$ cat src/rtl/uart_tx_serializer.sv
// UART transmit serializer: pops bytes from a show-ahead FIFO and sends 8N1/8N2 frames.
// Optional parity bit is compiled in with `define UART_TX_PARITY_EN.
module uart_tx_serializer #(
  parameter int DIV_W = 16
) (
  input  logic             clock,
  input  logic             sclr,
  input  logic             tx_en,
  input  logic [DIV_W-1:0] baud_div,
  input  logic             stop2,
  input  logic             fifo_empty,
  input  logic [7:0]       fifo_q,
`ifdef UART_TX_PARITY_EN
  input  logic             parity_en,
  input  logic             parity_odd,
`endif
  output logic             fifo_rdreq,
  output logic             txd,
  output logic             busy,
  output logic             tx_done
);

  // state  | meaning
  // IDLE   | line high, waiting for tx_en and a byte
  // START  | start bit (txd=0)
  // DATA   | 8 data bits, LSB first
  // PARITY | parity bit (parity build only)
  // STOP   | one or two stop bits (txd=1)
  typedef enum logic [2:0] {
    IDLE  = 3'd0,
    START = 3'd1,
    DATA  = 3'd2,
    STOP  = 3'd3
`ifdef UART_TX_PARITY_EN
    , PARITY = 3'd4
`endif
  } state_t;

  state_t           state, state_nx;
  logic [DIV_W-1:0] div_cnt;
  logic [DIV_W-1:0] div_lat;
  logic [7:0]       shift;
  logic [2:0]       bit_idx;
  logic             stop2_lat;
  logic             bit_end;
  logic             last_stop;
  logic             pop;
`ifdef UART_TX_PARITY_EN
  logic             par_en_lat;
  logic             par_bit;
`endif

  assign bit_end   = (div_cnt == div_lat - DIV_W'(1));
  assign last_stop = (bit_idx[0] == stop2_lat);
  // Reset gates the pop so the FIFO is never drained while held in reset.
  assign pop = sclr & tx_en & ~fifo_empty &
               ((state == IDLE) | ((state == STOP) & bit_end & last_stop));

  assign fifo_rdreq = pop;
  assign busy       = (state != IDLE);
  assign tx_done    = (state == STOP) & bit_end & last_stop;

  always_ff @(posedge clock or negedge sclr) begin
    if (!sclr) state <= IDLE;
    else       state <= state_nx;
  end

  always_comb begin
    state_nx = state;
    txd      = 1'b1;
    case (state)
      IDLE: begin
        if (pop) state_nx = START;
      end
      START: begin
        txd = 1'b0;
        if (bit_end) state_nx = DATA;
      end
      DATA: begin
        txd = shift[0];
        if (bit_end && bit_idx == 3'd7) begin
`ifdef UART_TX_PARITY_EN
          state_nx = par_en_lat ? PARITY : STOP;
`else
          state_nx = STOP;
`endif
        end
      end
`ifdef UART_TX_PARITY_EN
      PARITY: begin
        txd = par_bit;
        if (bit_end) state_nx = STOP;
      end
`endif
      STOP: begin
        if (bit_end && last_stop) state_nx = pop ? START : IDLE;
      end
      default: state_nx = IDLE;
    endcase
  end

  always_ff @(posedge clock or negedge sclr) begin
    if (!sclr) begin
      div_cnt    <= '0;
      div_lat    <= '0;
      shift      <= '0;
      bit_idx    <= '0;
      stop2_lat  <= 1'b0;
`ifdef UART_TX_PARITY_EN
      par_en_lat <= 1'b0;
      par_bit    <= 1'b0;
`endif
    end else if (pop) begin
      shift      <= fifo_q;
      div_lat    <= (baud_div == '0) ? DIV_W'(1) : baud_div;
      stop2_lat  <= stop2;
      div_cnt    <= '0;
      bit_idx    <= '0;
`ifdef UART_TX_PARITY_EN
      // Parity is taken from the byte at pop time since the shifter consumes it.
      par_en_lat <= parity_en;
      par_bit    <= (^fifo_q) ^ parity_odd;
`endif
    end else if (state != IDLE) begin
      div_cnt <= bit_end ? '0 : div_cnt + DIV_W'(1);
      if (bit_end) begin
        case (state)
          DATA: begin
            shift   <= {1'b0, shift[7:1]};
            bit_idx <= bit_idx + 3'd1;
          end
          STOP:    bit_idx <= last_stop ? 3'd0 : bit_idx + 3'd1;
          default: bit_idx <= bit_idx;
        endcase
      end
    end
  end

endmodule

$ cat config.mk
export PLATFORM = sky130hd
export DESIGN_NAME = uart_tx_serializer
export DESIGN_NICKNAME = d
export VERILOG_FILES = /design/src/rtl/uart_tx_serializer.sv
export SDC_FILE = /design/constraint.sdc
export NUM_CORES = 1
export LEC_CHECK = 0
export ABC_AREA = 0
export CORE_ASPECT_RATIO = 1.5
export CORE_MARGIN = 5
export CORE_UTILIZATION = 30
export CTS_CLUSTER_DIAMETER = 60
export DETAILED_ROUTE_END_ITERATION = 6
export PLACE_DENSITY = 0.48
export SLEW_MARGIN = 20
export SYNTH_ARGS = -nofsm -noshare
export SYNTH_HDL_FRONTEND = slang
export SYNTH_SLANG_ARGS = --single-unit
export TNS_END_PERCENT = 10
$ cat constraint.sdc
create_clock -name clock -period 3.1 [get_ports clock]
set_input_delay 0.62 -clock clock [delete_from_list [all_inputs] [get_ports clock]]
set_output_delay 0.62 -clock clock [all_outputs]
set_load 0.05 [all_outputs]
# --- Word-level counts from Yosys, hierarchy flattened ---
# Index checks and enable logic that the tools add are counted.
word_totals:
  reg_bits: 47
  inputBits: 29
  elab_cells: 58
classes:
  n_addsub: 3
  eq_ne: 10
  mux: 20
  bitwise: 7
  reduce_logical: 12
ops:
  columns: ["cell", "count"]
  rows:
  - ["16-bit 2-to-1 mux", 4]
  - ["8-bit 2-to-1 mux", 4]
  - ["3-bit 2-to-1 mux", 8]
  - ["16-bit by 1-bit adder with 16-bit output (second input constant)", 1]
  - ["16-bit == test", 1]
  - ["16-bit zero test", 1]
  - ["16-bit by 1-bit subtractor with 16-bit output (second input constant)", 1]
  - ["3-bit one-hot mux with 4 select lines", 1]
  - ["3-bit by 2-bit == test with 1-bit output (second input constant)", 2]
  - ["2-bit != test (second input constant)", 3]
  - ["3-bit one-hot mux with 2 select lines", 1]
  - ["3-bit AND reduction", 2]
  - ["2-bit nonzero test", 3]
  - ["3-bit nonzero test", 2]
  - ["1-bit bitwise AND", 5]
  - ["4-bit AND reduction", 1]
  - ["3-bit by 1-bit adder with 3-bit output (second input constant)", 1]
  - ["3-bit by 1-bit == test with 1-bit output (second input constant)", 1]
  - ["3-bit == test (second input constant)", 1]
  - ["3-bit zero test", 1]
  - ["1-bit logical AND", 2]
  - ["2-bit by 1-bit != test with 1-bit output (second input constant)", 1]
  - ["1-bit one-hot mux with 2 select lines", 1]
  - ["1-bit == test", 1]
  - ["other kinds (3)", 3]

# --- Longest topological paths before layout ---
# Gate-level depths: netlist of the first run.
logic_depth:
  depth_word: 9
  ltp_mapped: 12
  mapped_depth_nobuf: 10

# --- Least setup slack after synthesis of the first run ---
# No wires, ideal clock.
synth_timing:
  path_kind: "reg-to-output"
  startpoint: "reg div_lat[0]"
  endpoint: "out tx_done"
  arrival_time_ns: 2.949
  t_required_ns: 2.480
  setup_slack_ns: -0.469
  stages_incl_launch_ff: 11
  path_buffers: 2
  path_cell_list: "dfrtp_1 -> inv_1 -> ha_1 -> or4b_1 -> buf_2 -> nor4b_2 -> xnor2_1 -> a211o_1 -> a2111oi_4 -> buf_2 -> and3_1"
synth_via:
  elab_chain_cells: 4
synth_lines:
  columns: ["item", "line", "rtl"]
  rows:
  - ["start, declared", "41", "logic [DIV_W-1:0] div_lat;"]
  - ["start signal, assigned", "115", "div_lat <= (baud_div == '0) ? DIV_W'(1) : baud_div;"]
  - ["16-bit by 1-bit subtractor with 16-bit output", "53", "assign bit_end = (div_cnt == div_lat - DIV_W'(1));"]
  - ["16-bit == test", "53", null]
  - ["1-bit bitwise AND (2 in a row)", "61", "assign tx_done = (state == STOP) & bit_end & last_stop;"]
  - ["end, declared", "20", "output logic tx_done"]
# Every way passes these cells.

# --- Worst setup path after layout of the first run ---
layout_timing:
  startpoint: "reg div_lat[5]"
  endpoint: "out tx_done"
# Same word-level chain as after synthesis.

==> results_dict.tcl, run 1 <==
set metrics [dict create \
    yosysWarnings 0 \
    io_pins 33 \
    die_y_um 130.4 \
    power_density_nw_per_um2 882.4 \
    drive_gt1_share_pct 22.25 \
    first_pass_iters 4 \
    ys_ff_latch 46 \
    diodes 0 \
    syn-num-nets 338 \
    start_util_pct 30.28 \
    setup_violations 2 \
    cts_root_buf "clkbuf_16" \
    syn_to_final_growth_pct 34.21 \
    cap_violations 0 \
    via_count 2393 \
    end_kind "output pin" \
    ys_seq_area_share_pct 39.69 \
    utilization_pct 40.63 \
    die_w_um 90.28 \
    synthCells 300 \
    hold_path_class "register to register" \
    hpwl_um 5871 \
    synth_commonest_cells "dfrtp_1 (46), nor2_1 (26), mux2_1 (17), xnor2_1 (17), nand2_1 (16)" \
    dieArea_um2 11770 \
    fin_nets 392 \
    syn_area_um2 2900 \
    synth_area_leaders "dfrtp_1 (40%), mux2_1 (6.6%), xnor2_1 (5.1%)" \
    core-area_um2 9579 \
    worstRegToRegCells 9 \
    setup_slack_ns -0.2921 \
    tritoncts "done" \
    antenna_found_initial 0 \
    clk_pin_slew_ns 0.07 \
    skew_ns 0.005861 \
    drc 0 \
    ant_nets 0 \
    rsz0062_at_grt "true" \
    synth-main-ff-cell "dfrtp_1" \
    endpoint "tx_done" \
    drt-initial-drc-count 74 \
    maxSlewViolCount 0 \
    cp.required_ns 2.48 \
    cts_buffers 5 \
    post-synth-top-count-cell "dfrtp_1" \
    arrival_ns 2.77 \
    yosys.area.top_type "dfrtp_1" \
    fmax_mhz 294.8 \
    reg2reg_slack_ns 0.06 \
    tns_ns -0.5623 \
    max-slew-margin-rel_pct 58.53 \
    postCtsHoldBufs 0 \
    first_global_vias 2573 \
    synth_top_area_share_pct 39.69 \
    r2r-start "div_lat[5]$_DFFE_PN0N_" \
    gp_congestion 0.8099 \
    outcome "finished with violations" \
    globalRouteTotalUtil_pct 13.57 \
    routed_wl_um 7699 \
    pre_cts_slack_ns -0.1006 \
    holdCritStartpoint "shift[2]$_DFFE_PN0P_" \
    crit_type "register to output pin" \
    critPathLaunch "div_lat[5]$_DFFE_PN0N_" \
    grt_max_degree 47 \
    cts.sinks 46 \
    hold_violations 0 \
    synth_edf_count 0 \
    fin_crit_ns 3.392 \
    r2r-end "shift[5]$_DFFE_PN0P_" \
    synth_cell_types 56 \
    cp-start-kind "register" \
    crit_fanout 7 \
    h-tree-depth 2 \
    whs_ns 0.4947 \
    async_reset_ff_share_pct 100.0 \
    cts_max_path_buffers 2 \
    overflow 0 \
    grt_pass1_wl_um 12850 \
    synth.avg_cell_area_um2 9.668 \
    nFillCells 991 \
    fin_crit_sh_pct 109.4 \
    final-seq-area_um2 1151 \
    port_buffers 32 \
    p_leak_uw 0.001685 \
    post_drt_wl_per_cell_um 16.38 \
    clk_latency_ns 0.29 \
    irDropWorstVdd_v 0.0005927 \
    power_uw 3435 \
    via_per_inst 5.091 \
    multiInputGateArea_um2 1768 \
    violations "setup timing" \
    rows 44 \
    worstMarginPinSlew_ns 0.6221 \
]
cell families (layout without fill, tap and decap cells):
family / after synthesis / in the layout / share of synthesized area, %
compound gates: 52 / 52 / 14.41
buf+inv: 33 / 88 / 4.702
fa+ha+maj: 9 / 9 / 3.883
mux: 19 / 19 / 7.291
xor+xnor: 31 / 31 / 9.362
simple gates: 110 / 110 / 20.66
flops: 46 / 46 / 39.69
stage by stage:
| step | std cells | area [µm²] |
|---|---|---|
| after global placement | 461 | 3625 |
| final | 470 | 3892 |
| after floorplan | 300 | 2990 |
| after global routing | 470 | 3892 |
| after CTS | 470 | 3820 |
| after detailed placement | 461 | 3625 |
critical path, stage by stage (launching register included):
cell	delay, ns
dfrtp_1	0.40
or4_4	0.54
buf_6	0.17
nor4_4	0.23
xor2_1	0.16
nand3_1	0.13
a2111oi_4	0.45
and3_4	0.27
buf_12	0.13
per-layer routing:
| metal | part of all wire [%] | GRT usage [%] | vias to the layer above |
|---|---|---|---|
| li1 | - | - | 1184 |
| met1 | 40 | 14.58 | 1158 |
| met2 | 55 | 26.38 | 38 |
| met3 | 2.3 | 2.405 | 13 |
| met4 | 2.6 | 4.996 | 0 |
| met5 | 0 | 0 | - |
layout by cell type, fill, tap and decap left out, types with 9 or more instances in the layout:
cell type        synthesis  routed
buf_4                    0      30
clkdlybuf4s50_1          0      29
dfrtp_1                 46      46
inv_1                   14      12
mux2_4                   0      10
nand2_1                 16      16
nand3_1                  9       9
nor2_1                  26      25
xnor2_1                 17      17
xor2_1                  14      14
repair_timing:
item | CTS | global route
setup buffers | 1 | 1
pin swaps | 3 | 9
cloned | 0 | 0
resized for setup | 5 | 20
endpoints found under the hold margin | 0 | 0
endpoints found under the setup margin | 14 | 27
power breakdown:
group | leakage, µW | internal [µW] | switching [µW]
combinational | 0.00104 | 876 | 919
sequential | 0.000561 | 826 | 206
clock | 0.0000836 | 377 | 230
worst min path at each step:
stage	cells after the start	to	slack (ns)
global route	1	shift[2]$_DFFE_PN0P_	0.52
global placement	1	shift[2]$_DFFE_PN0P_	0.48
finish	1	shift[2]$_DFFE_PN0P_	0.49
CTS	1	shift[0]$_DFFE_PN0P_	0.50
floorplan	0	bit_idx[0]$_DFFE_PN0P_	0.32
detailed placement	1	shift[2]$_DFFE_PN0P_	0.48
final cells by class:
cell class                 count  area share [%]
inverter                      15           1.575
tap                          115           3.697
sequential                    46           29.57
multi-input combinational    221           45.42
clock buffer                   5           3.214
clock inverter                 3           1.029
timing repair buffer          65           15.49
state kept, by name, summed over array words and instances, names as in the netlist:
name and cells:
stop2_lat 1, div_lat 16, bit_idx 3, shift 8
state 2, div_cnt 16
(Power assumes the default switching activity.)
==> inputs of run 2 (changes only) <==
Settings changed: SKIP_LAST_GASP set to 1.
==> results_dict.tcl, run 2 (synthesis gave the netlist of run 1 again) <==
set metrics [dict create \
    violations "setup timing" \
    diodes 0 \
    tns_ns -0.5480 \
    clk_pin_slew_ns 0.07 \
    rsz0062_at_grt "true" \
    setup_violations 2 \
    first_pass_iters 4 \
    power_frac_comb_pct 51.4 \
    drt-initial-drc-count 83 \
    cp_top_family "simple AND/OR/NAND/NOR gates" \
    slowest_delay_ns 0.54 \
    cts_buffers 5 \
    core-area_um2 9579 \
    grt_max_degree 47 \
    gp_congestion 0.8099 \
    p_clk_share_pct 18.0 \
    h-tree-depth 2 \
    hpwl_um 5871 \
    arrival_ns 2.77 \
    drc 0 \
    first_global_vias 2574 \
    hold_violations 0 \
    p_leak_uw 0.001634 \
    critPathBufInv 2 \
    top_regs "div_cnt: 16 flops, div_lat: 16 flops, shift: 8 flops" \
    design_area_um2 3851 \
    setup_slack_ns -0.2909 \
    die_y_um 130.4 \
    postCtsHoldBufs 0 \
    grt_pass1_wl_um 12830 \
    clk_latency_ns 0.29 \
    fmax_mhz 294.9 \
    power_density_nw_per_um2 874.0 \
    nFillCells 994 \
    switching_share_pct 39.84 \
    overflow 0 \
    cp_cell_sequence "or4_4 -> buf_6 -> nor4_4 -> xor2_1 -> nand3_1 -> a2111oi_4 -> and3_4 -> buf_12" \
    hold_path_class "primary input to async pin" \
    dpl-instance-area_um2 3625 \
    cp-start-kind "register" \
    syn_to_final_growth_pct 32.79 \
    cts_max_path_buffers 2 \
    drive_gt1_share_pct 19.44 \
    share_seq_of_total_power_pct 30.6 \
    power_uw 3366 \
    cp.required_ns 2.48 \
    start_util_pct 30.28 \
    fin_crit_ns 3.391 \
    port_buffers 32 \
    maxSlewViolCount 0 \
    cap_violations 0 \
    antenna_found_initial 0 \
    rows 44 \
    fin_crit_sh_pct 109.4 \
    via_count 2378 \
    outcome "finished with violations" \
    max-slew-margin-rel_pct 58.55 \
    p_sw_uw 1341 \
    tritoncts "done" \
    die_w_um 90.28 \
    ant_nets 0 \
    worstMarginPinSlew_ns 0.6218 \
    dieArea_um2 11770 \
    layout_commonest_cell "dfrtp_1" \
    cts.sinks 46 \
    cp_slowest_cell "or4_4" \
    skew_ns 0.006887 \
    final_cell_mix "dfrtp_1 (46), buf_4 (31), clkdlybuf4s50_1 (29)" \
    post_drt_wl_per_cell_um 16.16 \
    fin_nets 392 \
    via_per_inst 5.060 \
    routed_wl_um 7597 \
    crit_type "register to output pin" \
    io_pins 33 \
    end_kind "output pin" \
    cts_root_buf "clkbuf_16" \
    globalRouteTotalUtil_pct 13.56 \
    crit_fanout 7 \
    irDropWorstVdd_v 0.0005897 \
    internal_power_uw 2025 \
]
[run 2: cell counts in the layout (fill, tap and decap cells not counted)]
No cell type changed its count.
[run 2: layout make-up]
class                      count  area (µm²)  share of cell area (%)
inverter                      15       61.31                   1.592
clock buffer                   5       125.1                   3.249
tap                          115       143.9                   3.736
sequential                    46        1151                   29.89
timing repair buffer          65       599.3                   15.56
multi-input combinational    221        1730                   44.93
clock inverter                 3       40.04                   1.040
[run 2: path summary, 6_finish.rpt]
check / from / endpoint / slack [ns] / cells after the start
setup reg to reg: div_lat[5]$_DFFE_PN0N_ / shift[6]$_DFFE_PN0P_ / 0.04 / 9
hold reg to reg: shift[2]$_DFFE_PN0P_ / shift[2]$_DFFE_PN0P_ / 0.50 / 1
max in group asynchronous: sclr / div_cnt[8]$_DFFE_PN0P_ / 2.18 / 2
min in group clock: shift[2]$_DFFE_PN0P_ / shift[2]$_DFFE_PN0P_ / 0.50 / 1
hold / removal: sclr / shift[1]$_DFFE_PN0P_ / 0.50 / 2
setup / recovery: div_lat[5]$_DFFE_PN0N_ / tx_done / -0.29 / 8
[run 2: power by group through the flow]
stage | Clock (µW) | Sequential [µW] | Combinational (µW)
floorplan | 0 | 996 | 1120
detailed placement | 0 | 1040 | 1670
global route | 664 | 1070 | 1920
global placement | 0 | 1030 | 1650
finish | 605 | 1030 | 1730
CTS | 627 | 1030 | 1710
[run 2: metrics by stage]
stage	std cells	setup slack (ns)	hold WS (ns)	util (%)
2_1_floorplan	300	-0.01957	0.3244	-
3_3_place_gp	461	-0.06667	0.4782	37.84
3_5_place_dp	461	-0.1006	0.4832	37.84
4_1_cts	470	-0.3690	0.4990	39.80
5_1_grt	470	-0.4234	0.5152	40.20
6_report	470	-0.2909	0.4957	40.20
[run 2: timing repair]
| item | 4_1_cts | 5_1_grt |
|---|---|---|
| hold endpoints to repair | 0 | 0 |
| resized for setup | 4 | 10 |
| pin swaps | 2 | 3 |
| endpoints found under the setup margin | 14 | 30 |
| setup buffers | 1 | 1 |
[run 2: metal layers]
layer	wire length, µm	global-route usage [%]
met1	2997	14.54
met2	4247	26.38
met3	151	2.405
met4	201	4.996
met5	0	0
==> inputs of run 3 (changes only) <==
Settings changed: CTS_CLUSTER_DIAMETER 60 to not set.
==> results of run 3 <==
Same layout as run 2: the final DEF is identical, and so are final timing and power.
